**config.mk**
```make
export PLATFORM = sky130hd
export DESIGN_NAME = alu_mul_seq
export DESIGN_NICKNAME = d
export VERILOG_FILES = /design/src/rtl/alu_pkg.sv /design/src/rtl/RCA8.sv /design/src/rtl/alu_mul_seq.sv
export SDC_FILE = /design/constraint.sdc
export NUM_CORES = 1
export LEC_CHECK = 0
export BUFFER_PORTS_ARGS = -buffer_cell sky130_fd_sc_hd__buf_2
export CAP_MARGIN = 25
export CORE_AREA = 4 4 69 71
export CTS_BUF_LIST = sky130_fd_sc_hd__clkbuf_16
export CTS_CLUSTER_DIAMETER = 30
export CTS_CLUSTER_SIZE = 8
export DETAILED_ROUTE_END_ITERATION = 6
export DIE_AREA = 0 0 73 75
export PLACE_DENSITY = 0.82
export SLEW_MARGIN = 20
export SYNTH_ARGS = -nofsm -noshare
export SYNTH_HDL_FRONTEND = slang
export SYNTH_HIERARCHICAL = 1
export SYNTH_SLANG_ARGS = --single-unit
```
**constraint.sdc**
```tcl
create_clock -name clk -period 4.09 [get_ports clk]
set_clock_uncertainty 0.15 [all_clocks]
set_input_delay 0.409 -clock clk [delete_from_list [all_inputs] [get_ports clk]]
set_output_delay 0.409 -clock clk [all_outputs]
set_load 0.02 [all_outputs]
```
**src/rtl/alu_pkg.sv**
```systemverilog
// Shared ALU definitions: multiplier sequencer state encoding and sizing constants.
package alu_pkg;

  localparam int MUL_W    = 8;
  localparam int MUL_ITER = 8;
  localparam int CNT_W    = $clog2(MUL_ITER);

  typedef enum logic [1:0] {
    S_IDLE = 2'b00,
    S_RUN  = 2'b01,
    S_DONE = 2'b10
  } mul_state_e;

endpackage : alu_pkg

```
**src/rtl/RCA8.sv**
```systemverilog
// 8-bit ripple-carry adder shared by the ALU datapath.
module RCA8 (
  input  logic [7:0] a,
  input  logic [7:0] b,
  input  logic       cin,
  output logic [7:0] sum,
  output logic       cout
);

  logic [8:0] carry;

  assign carry[0] = cin;

  for (genvar i = 0; i < 8; i++) begin : g_fa
    assign sum[i]       = a[i] ^ b[i] ^ carry[i];
    assign carry[i + 1] = (a[i] & b[i]) | (carry[i] & (a[i] ^ b[i]));
  end

  assign cout = carry[8];

endmodule : RCA8

```
**src/rtl/alu_mul_seq.sv**
```systemverilog
// Unsigned 8x8 shift-and-add multiplier: one RCA8 reused over 8 iterations,
// start/busy/done handshake, result and overflow flag held until the next done.
module alu_mul_seq
  import alu_pkg::*;
#(
  parameter int N = MUL_W
) (
  input  logic           clk,
  input  logic           rst,
  input  logic           start,
  input  logic [N-1:0]   A,
  input  logic [N-1:0]   B,
  output logic           busy,
  output logic           done,
  output logic [2*N-1:0] Product,
  output logic           ovf
);

  if (N != MUL_W) begin : g_bad_width
    $error("alu_mul_seq: N must be %0d, the fixed RCA8 width", MUL_W);
  end

  localparam logic [CNT_W-1:0] CNT_LAST = CNT_W'(MUL_ITER - 1);

  mul_state_e     state, state_next;
  logic [N-1:0]   mcand;
  logic [2*N-1:0] p;
  logic [2*N-1:0] p_shift;
  logic [CNT_W-1:0] cnt;
  logic           load;
  logic           shift;
  logic [N-1:0]   add_b;
  logic [N-1:0]   add_sum;
  logic           add_cout;

  // Partial product's upper half plus the multiplicand when the current multiplier bit is set.
  assign add_b = p[0] ? mcand : '0;

  RCA8 u_rca8 (
    .a    (p[2*N-1:N]),
    .b    (add_b),
    .cin  (1'b0),
    .sum  (add_sum),
    .cout (add_cout)
  );

  assign p_shift = {add_cout, add_sum, p[N-1:1]};

  // NOTE: sequential state uses non-blocking assignments so every register samples pre-edge values.
  always_ff @(posedge clk) begin
    if (rst) begin
      state <= S_IDLE;
    end else begin
      state <= state_next;
    end
  end

  // NOTE: every output of this block gets a default first, so no path can infer a latch.
  always_comb begin
    state_next = state;
    load       = 1'b0;
    shift      = 1'b0;
    busy       = 1'b0;
    done       = 1'b0;
    unique case (state)
      S_IDLE: begin
        if (start) begin
          load       = 1'b1;
          state_next = S_RUN;
        end
      end
      S_RUN: begin
        busy  = 1'b1;
        shift = 1'b1;
        if (cnt == CNT_LAST) state_next = S_DONE;
      end
      S_DONE: begin
        done = 1'b1;
        if (start) begin
          load       = 1'b1;
          state_next = S_RUN;
        end else begin
          state_next = S_IDLE;
        end
      end
      default: state_next = S_IDLE;
    endcase
  end

  // Product/ovf are written only on the last shift, so they never expose partial sums.
  always_ff @(posedge clk) begin
    if (rst) begin
      mcand   <= '0;
      p       <= '0;
      cnt     <= '0;
      Product <= '0;
      ovf     <= 1'b0;
    end else if (load) begin
      mcand <= A;
      p     <= {{N{1'b0}}, B};
      cnt   <= '0;
    end else if (shift) begin
      p   <= p_shift;
      cnt <= cnt + 1'b1;
      if (cnt == CNT_LAST) begin
        Product <= p_shift;
        ovf     <= |p_shift[2*N-1:N];
      end
    end
  end

endmodule : alu_mul_seq

```
-- Word level (Yosys, flattened, before mapping)
Cells that the tools add are included.
- flip-flop bits (word level): 46
- output and inout port bits: 19
- word-level logic and storage cells: 69
- $add $sub $neg: 1
- equality and inequality tests: 5
- multiplexer cells: 11
- bitwise logic cells: 38
- reduce and logical (&&, ||, !) cells: 7
- operator list (kind ; number):
    $mux W8 ; 3
    $and A1 B1 Y1 ; 15
    $xor A1 B1 Y1 ; 15
    $reduce_or A8 Y1 ; 1
    $or A1 B1 Y1 ; 7
    $pmux W2 S3 ; 1
    $mux W1 ; 5
    $mux W2 ; 2
    $ne A2 B2 Y1 const B ; 2
    $reduce_or A2 Y1 ; 2
    $add A3 B1 Y3 const B ; 1
    $eq A3 B3 Y1 const B ; 1
    $reduce_and A3 Y1 ; 1
    $eq A2 B1 Y1 const B ; 1
    $eq A2 B2 Y1 const B ; 1
    $logic_not A2 Y1 ; 1
    $reduce_and A2 Y1 ; 1
    $reduce_bool A2 Y1 ; 1
    $not A1 Y1 ; 1

-- Logic depth before layout (Yosys ltp)
Gate-level depths: netlist of run 1.
- depth in word-level cells: 17
- depth in mapped cells: 15
- depth with buffers taken out: 15

-- Hierarchy
The synthesis of run 1 kept the hierarchy.
- modules (own cells, without submodules) (module ; times used ; cells each ; area an instance (µm²)):
    alu_mul_seq ; 1 ; 216 ; 1765.4
    RCA8 ; 1 ; 18 ; 197.7

-- Worst setup path before layout of run 1
Ideal clock, no wire load.
- path kind: reg2reg
- from: register p[0]
- to: register ovf
- setup time: 0.074 ns
- arrival time: 3.716 ns
- data required time: 3.866 ns
- setup slack: 0.150 ns
- stages on the path, launching flop included: 16
- path buffers: 0
- clock period less this slack: 3.940 ns
- cell sequence: dfxtp_1 and2_1 fa_1 inv_1 fa_1 inv_1 fa_1 fa_1 fa_1 fa_1 fa_1 inv_1 fa_1 inv_1 nor4_1 a31oi_1
- RTL lines (element ; line ; RTL):
    start, declared ; alu_mul_seq.sv:27 ; logic [2*N-1:0] p;
    start signal, assigned ; alu_mul_seq.sv:100 ; p <= {{N{1'b0}}, B};
    start signal, assigned ; alu_mul_seq.sv:103 ; p <= p_shift;
    $mux W8 ; alu_mul_seq.sv:37 ; assign add_b = p[0] ? mcand : '0;
    named net add_b[0] ; alu_mul_seq.sv:32 ; logic [N-1:0] add_b;
    $and A1 B1 Y1 (2 in series) ; RCA8.sv:16 ; assign carry[i + 1] = (a[i] & b[i]) | (carry[i] & (a[i] ^ b[i]));
    $or A1 B1 Y1 ; RCA8.sv:16 ;
    $and A1 B1 Y1 ; RCA8.sv:16 ;
    $or A1 B1 Y1 ; RCA8.sv:16 ;
    $and A1 B1 Y1 ; RCA8.sv:16 ;
    $or A1 B1 Y1 ; RCA8.sv:16 ;
    $and A1 B1 Y1 ; RCA8.sv:16 ;
    $or A1 B1 Y1 ; RCA8.sv:16 ;
    $and A1 B1 Y1 ; RCA8.sv:16 ;
    $or A1 B1 Y1 ; RCA8.sv:16 ;
    $and A1 B1 Y1 ; RCA8.sv:16 ;
    $or A1 B1 Y1 ; RCA8.sv:16 ;
    $xor A1 B1 Y1 ; RCA8.sv:15 ; assign sum[i] = a[i] ^ b[i] ^ carry[i];
    named net add_sum[7] ; alu_mul_seq.sv:33 ; logic [N-1:0] add_sum;
    $reduce_or A8 Y1 ; alu_mul_seq.sv:107 ; ovf <= |p_shift[2*N-1:N];
    end signal, assigned ; alu_mul_seq.sv:107 ;
    end, declared ; alu_mul_seq.sv:16 ; output logic ovf
The timed path passes the listed nets, and every way through them passes these cells.
A chain may end at the register's enable or synchronous reset.

-- Final worst setup path of run 1
- from: register p[0]
- to: register Product[14]
- longest elaborated chain between the ends: 15
- RTL lines (element ; line ; RTL):
    $mux W8 ; alu_mul_seq.sv:37 ;
    named net add_b[0] ; alu_mul_seq.sv:32 ;
    $and A1 B1 Y1 (2 in series) ; RCA8.sv:16 ;
    $or A1 B1 Y1 ; RCA8.sv:16 ;
    $and A1 B1 Y1 ; RCA8.sv:16 ;
    $or A1 B1 Y1 ; RCA8.sv:16 ;
    $and A1 B1 Y1 ; RCA8.sv:16 ;
    $or A1 B1 Y1 ; RCA8.sv:16 ;
    $and A1 B1 Y1 ; RCA8.sv:16 ;
    $or A1 B1 Y1 ; RCA8.sv:16 ;
    $and A1 B1 Y1 ; RCA8.sv:16 ;
    $or A1 B1 Y1 ; RCA8.sv:16 ;
    $and A1 B1 Y1 ; RCA8.sv:16 ;
    $or A1 B1 Y1 ; RCA8.sv:16 ;
    $xor A1 B1 Y1 ; RCA8.sv:15 ;
    named net add_sum[7] ; alu_mul_seq.sv:33 ;
    end signal, assigned ; alu_mul_seq.sv:106 ; Product <= p_shift;
    end, declared ; alu_mul_seq.sv:15 ; output logic [2*N-1:0] Product,
The timed path passes the listed nets, and every way through them passes these cells.

==> key figures, run 1 <==
Run status
  • Status: finished clean

Timing
  • Sum Neg Setup Slack: 0 ps
  • Final Setup Violations: 0
  • Final Cycle Share: 0.961
  • Final Hold Fails: 0
  • Period minus WS final: 3930 ps
  • Slew Limit Fails: 0
  • Min setup slack post-route: 161 ps
  • Least-Margin Pin Slew: 778 ps
  • Normalized max-slew margin: 0.482
  • RSZ-0062 raised after global routing: no
  • Maximum clock frequency: 0.255 GHz

Worst setup path
  • Critical path's largest stage delay: 430 ps
  • Delay-heaviest family, CP: adder cells
  • Crit path cell chain: and2_1 > fa_1 > inv_1 > fa_1 > inv_1 > fa_2 > fa_2 > fa_2 > fa_2 > fa_1 > inv_1 > fa_1 > inv_2 > nand2_1 > a21oi_2
  • Reg-to-reg endpoint: Product[14]
  • WP buf/inv: 4
  • Worst reg-to-reg path cell count: 15
  • Reg2reg start: p[0]
  • Worst path required time: 4160 ps
  • CP max-delay cell: fa_1
  • Worst setup path class: reg -> reg
  • Reg2Reg Setup Slack: 160 ps
  • CP endpoint kind: flip-flop
  • Crit path launch type: flip-flop
  • CP Max Fanout: 3
  • Critical Path AT: 4000 ps

Power and ir drop
  • PwrDens: 412 nW/um^2
  • Clock Power Share: 0.413
  • Combinational Power Share: 0.084
  • Peak supply drop: 0.179 mV
  • Pleak: 0.939 nW
  • Power share of the sequential group: 0.503
  • Switch share: 0.239
  • P_int: 0.717 mW
  • Net Sw Power: 0.226 mW

CTS
  • Longest Clk Path Bufs: 2
  • CTS tree: done
  • Hold_buf cts: 0
  • Post-CTS setup buffers: 0
  • Clk root buf: clkbuf_16
  • H-tree Lvls: 2
  • CTS sink count: 46
  • Clk slew on worst S/H paths: 60 ps
  • Later-pin clock latency in the skew report: 290 ps
  • CTS Buf Count: 5

Routing
  • DR iter-0 viols: 77
  • Final wirelength: 4.17 mm
  • Avg WL per Cell: 13.2 um
  • Vias per cell: 5.16
  • DR DRC count: 0
  • Pre-Repair DR Iteration Count: 4
  • Post-route ant nets: 0
  • Vias after detailed routing: 1637

Cells and area
  • Cell area after layout: 2290 um^2
  • ANT cells: 0
  • Area growth from synthesis to layout: 16.6%
  • Reg area: 921 um^2
  • Share of layout cells above drive strength 1: 0.204
  • Fillers: 406
  • Fin util: 0.541
  • Area of the multi-input gates: 921 um^2
  • Nets: 293

Global routing
  • Grt ovf: 0
  • Largest net degree at the start of global routing: 37
  • First-pass GRT wire length: 6.67 mm
  • Initial antenna violation count: 0
  • Overall global routing resource usage: 0.158
  • Vias in the first global route: 1532

Yosys
  • Syn_nets: 263
  • Synthesized area per cell: 8.39 um^2
  • Synth Register Bits: 46
  • Syn Inst Count: 234
  • Synth warn: 6
  • Sequential share of the synthesized area: 0.469
  • Post-synthesis cell area: 1960 um^2
  • Yosys cell types: 27

Die
  • Rows: 24
  • Die Height: 75 um
  • Die ar.: 5480 um^2
  • Initial core utilization: 0.464
  • Die width: 73 um
  • Core area: 4230 um^2
  • Top-level I/O count: 38

Placement
  • DP Area: 2120 um^2
  • Hpwl dp: 2.88 mm
  • IO buf count: 37
  • Final GP Congestion: 0.812
  • Pre-CTS worst setup slack: -28.8 ps

Worst hold path
  • Hold Crit Depth: 3
  • Path type of the worst min-delay path: in -> reg
  • Hold path start: A[6]
  • WHS Endpoint: mcand[6]

Run
  • Max Cap Viol: 0
-- worst max path at each step --
stage | endpoint | start | cells past startpoint
finish | Product[14] | p[0] | 15
global route | Product[14] | p[0] | 15
CTS | Product[14] | p[0] | 15
detailed placement | ovf | p[0] | 15
global placement | ovf | p[0] | 15
floorplan | ovf | p[0] | 15
-- power by group through the flow --
stage               Clock (mW)  Sequential (mW)  Combinational, mW
floorplan                    0            0.481             0.0604
global placement             0            0.483             0.0751
detailed placement           0            0.484             0.0761
CTS                      0.399            0.474             0.0779
global route             0.417            0.475             0.0876
finish                   0.389            0.474             0.0792
-- cells by family after synthesis --
kind of cell             count (synthesis)  synth area share
AND/OR/NAND/NOR                        104             0.235
XOR/XNOR                                 1           0.00446
flip-flops                              46             0.469
buffers and inverters                   27            0.0720
adder cells (fa/ha/maj)                 10            0.0943
other                                    1           0.00191
AO/OA/AOI/OAI                           45             0.123
-- area by class of cell --
class                           instances  area share
Timing Repair Buffer                   39      0.0874
Clock inverter                          3     0.00710
Clock buffer                            5      0.0546
Inverter                               11      0.0180
Tap cell                               52      0.0284
Multi-Input combinational cell        161       0.402
Sequential cell                        46       0.402
-- synthesized netlist by cell type (all sizes together) --
cell type,instances,share of area
inv,11,0.021
nand2b,3,0.0096
nor4,2,0.0064
nand3b,1,0.0038
o21a,1,0.0038
a21oi,34,0.087
xnor2,1,0.0045
o22ai,8,0.025
conb,1,0.0019
fa,8,0.082
clkbuf,4,0.0083
buf,12,0.043
o21bai,1,0.0038
and3b,1,0.0045
a31oi,1,0.0032
nor3,16,0.043
nor2,3,0.0057
dfxtp,46,0.47
ha,2,0.013
and2,8,0.025
nor2b,2,0.0064
nand2,68,0.13
-- layout by cell type, fill, tap and decap left out, types with 2 or more instances in the layout --
master and count:
nand2b_1 3, o22ai_1 8, clkbuf_16 5, fa_1 4, nor2_1 3, nor3_1 15, and2_1 8, fa_2 4
nor2b_1 2, buf_4 2, nand2_1 68, buf_2 37, ha_1 2, a21oi_1 33, dfxtp_1 46, inv_1 10
-- worst reg2reg max path: cells and delay by family (launching register included) --
family                     cells  cell delay, ps
AOI/OAI and AO/OA              1             150
adders and majority gates      8            2720
buffers and inverters          4             310
DFF                            1             310
and+or+nand+nor                2             230
-- flip-flops by register name, summed over array words and instances (netlist names) --
register and flops:
Product 16, state 2, cnt 3, ovf 1, p 16, mcand 8
-- per-layer routing --
metal | part of all wire | track usage | up-vias
met3 | 0.045 | 0.0427 | 6
met2 | 0.49 | 0.260 | 41
li1 | - | - | 820
met4 | 0.015 | 0.0594 | 0
met5 | 0 | 0 | -
met1 | 0.45 | 0.198 | 770
-- per-stage QoR --
| stage | hold slack (ps) | cells | power [mW] |
|---|---|---|---|
| 2_1_floorplan | 282 | 234 | 0.542 |
| 3_3_place_gp | 290 | 308 | 0.558 |
| 3_5_place_dp | 294 | 308 | 0.560 |
| 4_1_cts | 205 | 316 | 0.951 |
| 5_1_grt | 217 | 317 | 0.980 |
| 6_report | 211 | 317 | 0.942 |
-- timing repair --
item	in CTS	in global routing
pin swaps	0	1
setup endpoints to repair	3	3
resized for setup	3	4
(Power assumes the default switching activity.)
==> inputs of run 2 (changes only) <==
BUFFER_PORTS_ARGS = unset   (was -buffer_cell sky130_fd_sc_hd__buf_2)
CORE_AREA = 4 4 68 70   (was 4 4 69 71)
DIE_AREA = 0 0 72 74   (was 0 0 73 75)
DONT_BUFFER_PORTS = 1   (was unset)
PLACE_DENSITY = 0.75   (was 0.82)
==> run 2 against run 1 <==
Combinational power shrank 20%. Critical path depth unchanged. Die area down 2.7%. Global-route usage is essentially flat. Via count shrank 11%. Highest routed layer unchanged. Sequential share of layout area grew 3.9 points. Fmax grew 0.86%.
==> key figures, run 2 (synthesized netlist as in run 1, its figures left out) <==
Run status
  • Status: finished clean

Routing
  • Vias after detailed routing: 1464
  • DR DRC count: 0
  • Pre-Repair DR Iteration Count: 4
  • Vias per cell: 5.30
  • Post-route ant nets: 0
  • Final wirelength: 4.08 mm
  • Avg WL per Cell: 14.8 um
  • DR iter-0 viols: 115

Cells and area
  • Nets: 255
  • Share of layout cells above drive strength 1: 0.0708
  • Area growth from synthesis to layout: 6.25%
  • Most common cell after layout, fill and taps aside: nand2_1
  • Reg area: 921 um^2
  • ANT cells: 0
  • Fin util: 0.525
  • Most frequent cells in the layout: nand2_1 (68), dfxtp_1 (46), a21oi_1 (33)
  • Largest registers: Product x16, p x16, mcand x8
  • Area of the multi-input gates: 917 um^2
  • Final Non-Filler Cells: 276
  • Fillers: 390

CTS
  • CTS Buf Count: 5
  • Clk root buf: clkbuf_16
  • Later-pin clock latency in the skew report: 280 ps
  • CTS tree: done
  • H-tree Lvls: 2
  • Hold_buf cts: 0
  • CTS sink count: 46
  • Post-CTS setup buffers: 0
  • Clk slew on worst S/H paths: 60 ps
  • Longest Clk Path Bufs: 2

Power and ir drop
  • PwrDens: 439 nW/um^2
  • Pleak: 0.757 nW
  • Peak supply drop: 0.163 mV

Global routing
  • Initial antenna violation count: 0
  • Vias in the first global route: 1326
  • First-pass GRT wire length: 6.32 mm
  • Overall global routing resource usage: 0.158
  • Largest net degree at the start of global routing: 37
  • Grt ovf: 0

Worst setup path
  • Worst path required time: 4150 ps
  • Critical Path AT: 3950 ps
  • CP Max Fanout: 3
  • Worst reg-to-reg path cell count: 15
  • CP endpoint kind: flip-flop
  • Worst setup path class: reg -> reg
  • Critical path's largest stage delay: 420 ps
  • Crit path launch type: flip-flop
  • CP max-delay cell: fa_1
  • Crit path cell chain: and2_1 > fa_1 > inv_1 > fa_1 > inv_1 > fa_2 > fa_2 > fa_1 > fa_2 > fa_2 > inv_2 > fa_1 > inv_2 > nand2_1 > a21oi_2

Run
  • Max Cap Viol: 0

Die
  • Die ar.: 5330 um^2
  • Die Height: 74 um
  • Rows: 23
  • Initial core utilization: 0.494
  • Die width: 72 um
  • Top-level I/O count: 38
  • Core area: 3970 um^2

Timing
  • Normalized max-slew margin: 0.473
  • Final Cycle Share: 0.952
  • Final Setup Violations: 0
  • Sum Neg Setup Slack: 0 ps
  • Slew Limit Fails: 0
  • Least-Margin Pin Slew: 789 ps
  • Final Hold Fails: 0
  • Maximum clock frequency: 0.257 GHz
  • Period minus WS final: 3900 ps
  • RSZ-0062 raised after global routing: no

Worst hold path
  • Path type of the worst min-delay path: in -> reg
  • Hold Crit Depth: 1

Placement
  • Final GP Congestion: 0.793
  • Hpwl dp: 2.86 mm
  • Placed cells: 269
  • IO buf count: 0
-- run 2: changes by cell type in the layout (fill, tap and decap cells not counted), sizes merged --
cell | before | now
buf | 39 | 1
clkinv | 2 | 0
inv | 11 | 12
-- run 2: timing repair --
| item | in CTS | in global routing |
|---|---|---|
| resized for setup | 0 | 7 |
| endpoints found under the hold margin | 0 | 0 |
| endpoints found under the setup margin | 0 | 3 |
-- run 2: routing by layer --
| layer | track usage | wire length [um] | up-vias |
|---|---|---|---|
| li1 | - | - | 746 |
| met1 | 0.201 | 1740 | 659 |
| met2 | 0.244 | 1950 | 54 |
| met3 | 0.0527 | 328 | 5 |
| met4 | 0.0752 | 60 | 0 |
| met5 | 0 | 0 | - |
-- run 2: worst paths after layout --
path / slack [ps] / to / startpoint
max: 190 / p[14] / p[0]
min: 40 / Product[4] / rst
max reg2reg: 190 / p[14] / p[0]
min reg2reg: 290 / mcand[0] / mcand[0]
-- run 2: final cells by class --
| type | instances | area share |
|---|---|---|
| clock inverter | 2 | 0.00540 |
| sequential | 46 | 0.442 |
| clock buffer | 5 | 0.0600 |
| tap | 50 | 0.0300 |
| multi-input combinational | 161 | 0.440 |
| timing repair buffer | 1 | 0.00360 |
| inverter | 11 | 0.0198 |
-- run 2: where the power goes --
part	internal, mW	leakage (nW)	switching (mW)
Sequential	0.463	0.374	0.0103
Clock	0.220	0.0671	0.159
Combinational	0.0233	0.316	0.0404
Total	0.707	0.757	0.209
-- run 2: through the flow --
stage | worst slack (ps) | area [um^2] | power, mW | hold slack [ps]
after floorplan | 150 | 1960 | 0.542 | 282
after global placement | 126 | 1930 | 0.544 | 283
after detailed placement | 23.6 | 1930 | 0.545 | 290
after CTS | 7.27 | 2070 | 0.925 | 30.1
after global routing | 38.7 | 2090 | 0.948 | 29.0
final | 195 | 2090 | 0.916 | 37.0
-- run 2: worst max-delay path, delay by kind of cell, from the launching register on --
| kind | cells | cell delay (ps) |
|---|---|---|
| buffers and inverters | 4 | 280 |
| and+or+nand+nor | 2 | 230 |
| DFF | 1 | 310 |
| adders and majority gates | 8 | 2720 |
| AOI/OAI and AO/OA | 1 | 140 |
==> inputs of run 3 (changes only) <==
CORE_AREA = 3 3 67 69   (was 4 4 68 70)
DIE_AREA = 0 0 70 72   (was 0 0 72 74)
REMOVE_ABC_BUFFERS = 1   (was unset)
==> run 3 against run 2 <==
Routed wire length down 6.9%. Fmax down 1.4%. Combinational power down 2%. Global-route usage up 0.11 points. Clock-buffer cell count unchanged. Sequential share of layout area down 0.91 points. Register-to-register slack worse by 60 ps. Power up 14%. Worst setup slack worse by 55 ps. Flip-flop and latch count unchanged. Final area up 2.1%. Critical path type unchanged. Largest power group is now the clock network. Highest routed layer unchanged.
==> key figures, run 3 (synthesized netlist as in run 1, its figures left out) <==
Power and ir drop
  • Combinational Power Share: 0.060
  • Net Sw Power: 0.214 mW
  • PwrDens: 492 nW/um^2
  • Power share of the sequential group: 0.452
  • Pleak: 0.789 nW
  • P_int: 0.834 mW
  • PnR Total Power: 1.05 mW
  • Switch share: 0.204
  • Peak supply drop: 0.240 mV
  • Clock Power Share: 0.489

Timing
  • Slew Limit Fails: 0
  • Final Hold Fails: 0
  • Normalized max-slew margin: 0.463
  • Maximum clock frequency: 0.253 GHz
  • Period minus WS final: 3950 ps
  • Min setup slack post-route: 139 ps
  • Final Cycle Share: 0.966
  • RSZ-0062 raised after global routing: no
  • Least-Margin Pin Slew: 805 ps
  • Final Setup Violations: 0
  • Sum Neg Setup Slack: 0 ps
  • Hold slack: 44.2 ps

Worst setup path
  • Critical Path AT: 4010 ps
  • CP Max Fanout: 3
  • Crit path launch type: flip-flop
  • Worst path required time: 4150 ps
  • Worst setup path class: reg -> reg
  • Worst reg-to-reg path cell count: 15
  • CP endpoint kind: flip-flop

Cells and area
  • Area growth from synthesis to layout: 8.48%
  • Fillers: 383
  • Share of layout cells above drive strength 1: 0.0529
  • Nets: 255
  • Fin util: 0.536
  • Cell area after layout: 2130 um^2
  • Final Non-Filler Cells: 277
  • ANT cells: 0
  • Largest registers: Product x16, p x16, mcand x8
  • Most frequent cells in the layout: nand2_1 (68), dfxtp_1 (46), a21oi_1 (34)
  • Most common cell after layout, fill and taps aside: nand2_1

Global routing
  • Grt ovf: 0
  • Overall global routing resource usage: 0.159
  • Largest net degree at the start of global routing: 37
  • Vias in the first global route: 1379
  • First-pass GRT wire length: 6.30 mm
  • Initial antenna violation count: 0

CTS
  • CTS tree: done
  • Clk root buf: clkbuf_16
  • H-tree Lvls: 2
  • Clk slew on worst S/H paths: 60 ps
  • CTS Buf Count: 5
  • Later-pin clock latency in the skew report: 290 ps
  • Post-CTS setup buffers: 0
  • Longest Clk Path Bufs: 2
  • CTS sink count: 46

Routing
  • Vias per cell: 5.27
  • Pre-Repair DR Iteration Count: 6
  • Avg WL per Cell: 13.7 um
  • Vias after detailed routing: 1460
  • DR DRC count: 0
  • Final wirelength: 3.79 mm
  • Post-route ant nets: 0
  • DR iter-0 viols: 131

Die
  • Die width: 70 um
  • Die ar.: 5040 um^2
  • Rows: 23
  • Top-level I/O count: 38
  • Core area: 3970 um^2
  • Initial core utilization: 0.494
  • Die Height: 72 um

Placement
  • Hpwl dp: 2.64 mm
  • Pre-CTS worst setup slack: 76.5 ps
  • DP Area: 1930 um^2
  • IO buf count: 0
  • Placed cells: 269
  • Final GP Congestion: 0.819

Run
  • Max Cap Viol: 0

Worst hold path
  • Hold Crit Depth: 1
  • Path type of the worst min-delay path: in -> reg

Run status
  • Status: finished clean
run 3: changes by cell type in the layout (fill, tap and decap cells not counted):
| cell | previous run | this run |
|---|---|---|
| inv_1 | 10 | 11 |
| clkinv_1 | 0 | 1 |
| fa_2 | 4 | 2 |
| a21oi_1 | 33 | 34 |
| clkinvlp_4 | 1 | 0 |
| bufinv_16 | 0 | 2 |
| inv_2 | 2 | 0 |
| a21oi_2 | 1 | 0 |
| fa_1 | 4 | 6 |
run 3: final timing paths:
check / from / end / slack, ps
worst max register to register: p[0] / p[14] / 140
worst max-delay path: p[0] / p[14] / 140
worst min-delay path: rst / state[1] / 40
worst min register to register: mcand[4] / mcand[4] / 300
run 3: worst max-delay path, cell delays in order (launching register included):
cell and delay, ps:
dfxtp_1 300, and2_1 160, fa_1 390, inv_1 80
fa_1 160, inv_1 50, fa_1 380, fa_2 350
fa_2 340, fa_1 380, fa_1 370, inv_1 80
fa_1 400, inv_1 100, nand2_1 50, a21oi_1 140
run 3: area by class of cell:
type,instances,area [um^2],area share
timing repair buffer,1,7.51,0.00353
multi-input combinational,161,908,0.427
inverter,11,41.3,0.0194
sequential,46,921,0.432
clock inverter,3,63.8,0.0300
clock buffer,5,125,0.0588
tap,50,62.6,0.0294
run 3: timing repair:
action	4_1_cts	5_1_grt
hold buffers	0	0
endpoints found under the setup margin	0	3
resized for setup	0	2
endpoints found under the hold margin	0	0
run 3: power by group through the flow:
stage	logic (mW)	clock network, mW	registers, mW
2_1_floorplan	0.0470	0	0.481
3_3_place_gp	0.0608	0	0.482
3_5_place_dp	0.0624	0	0.483
4_1_cts	0.0629	0.519	0.473
5_1_grt	0.0706	0.535	0.475
6_report	0.0626	0.512	0.473
run 3: layer usage:
| metal | track usage | part of all wire | vias to the layer above |
|---|---|---|---|
| met4 | 0.0745 | 0.019 | 0 |
| li1 | - | - | 741 |
| met2 | 0.254 | 0.46 | 36 |
| met5 | 0 | 0 | - |
| met3 | 0.0499 | 0.047 | 7 |
| met1 | 0.198 | 0.48 | 676 |
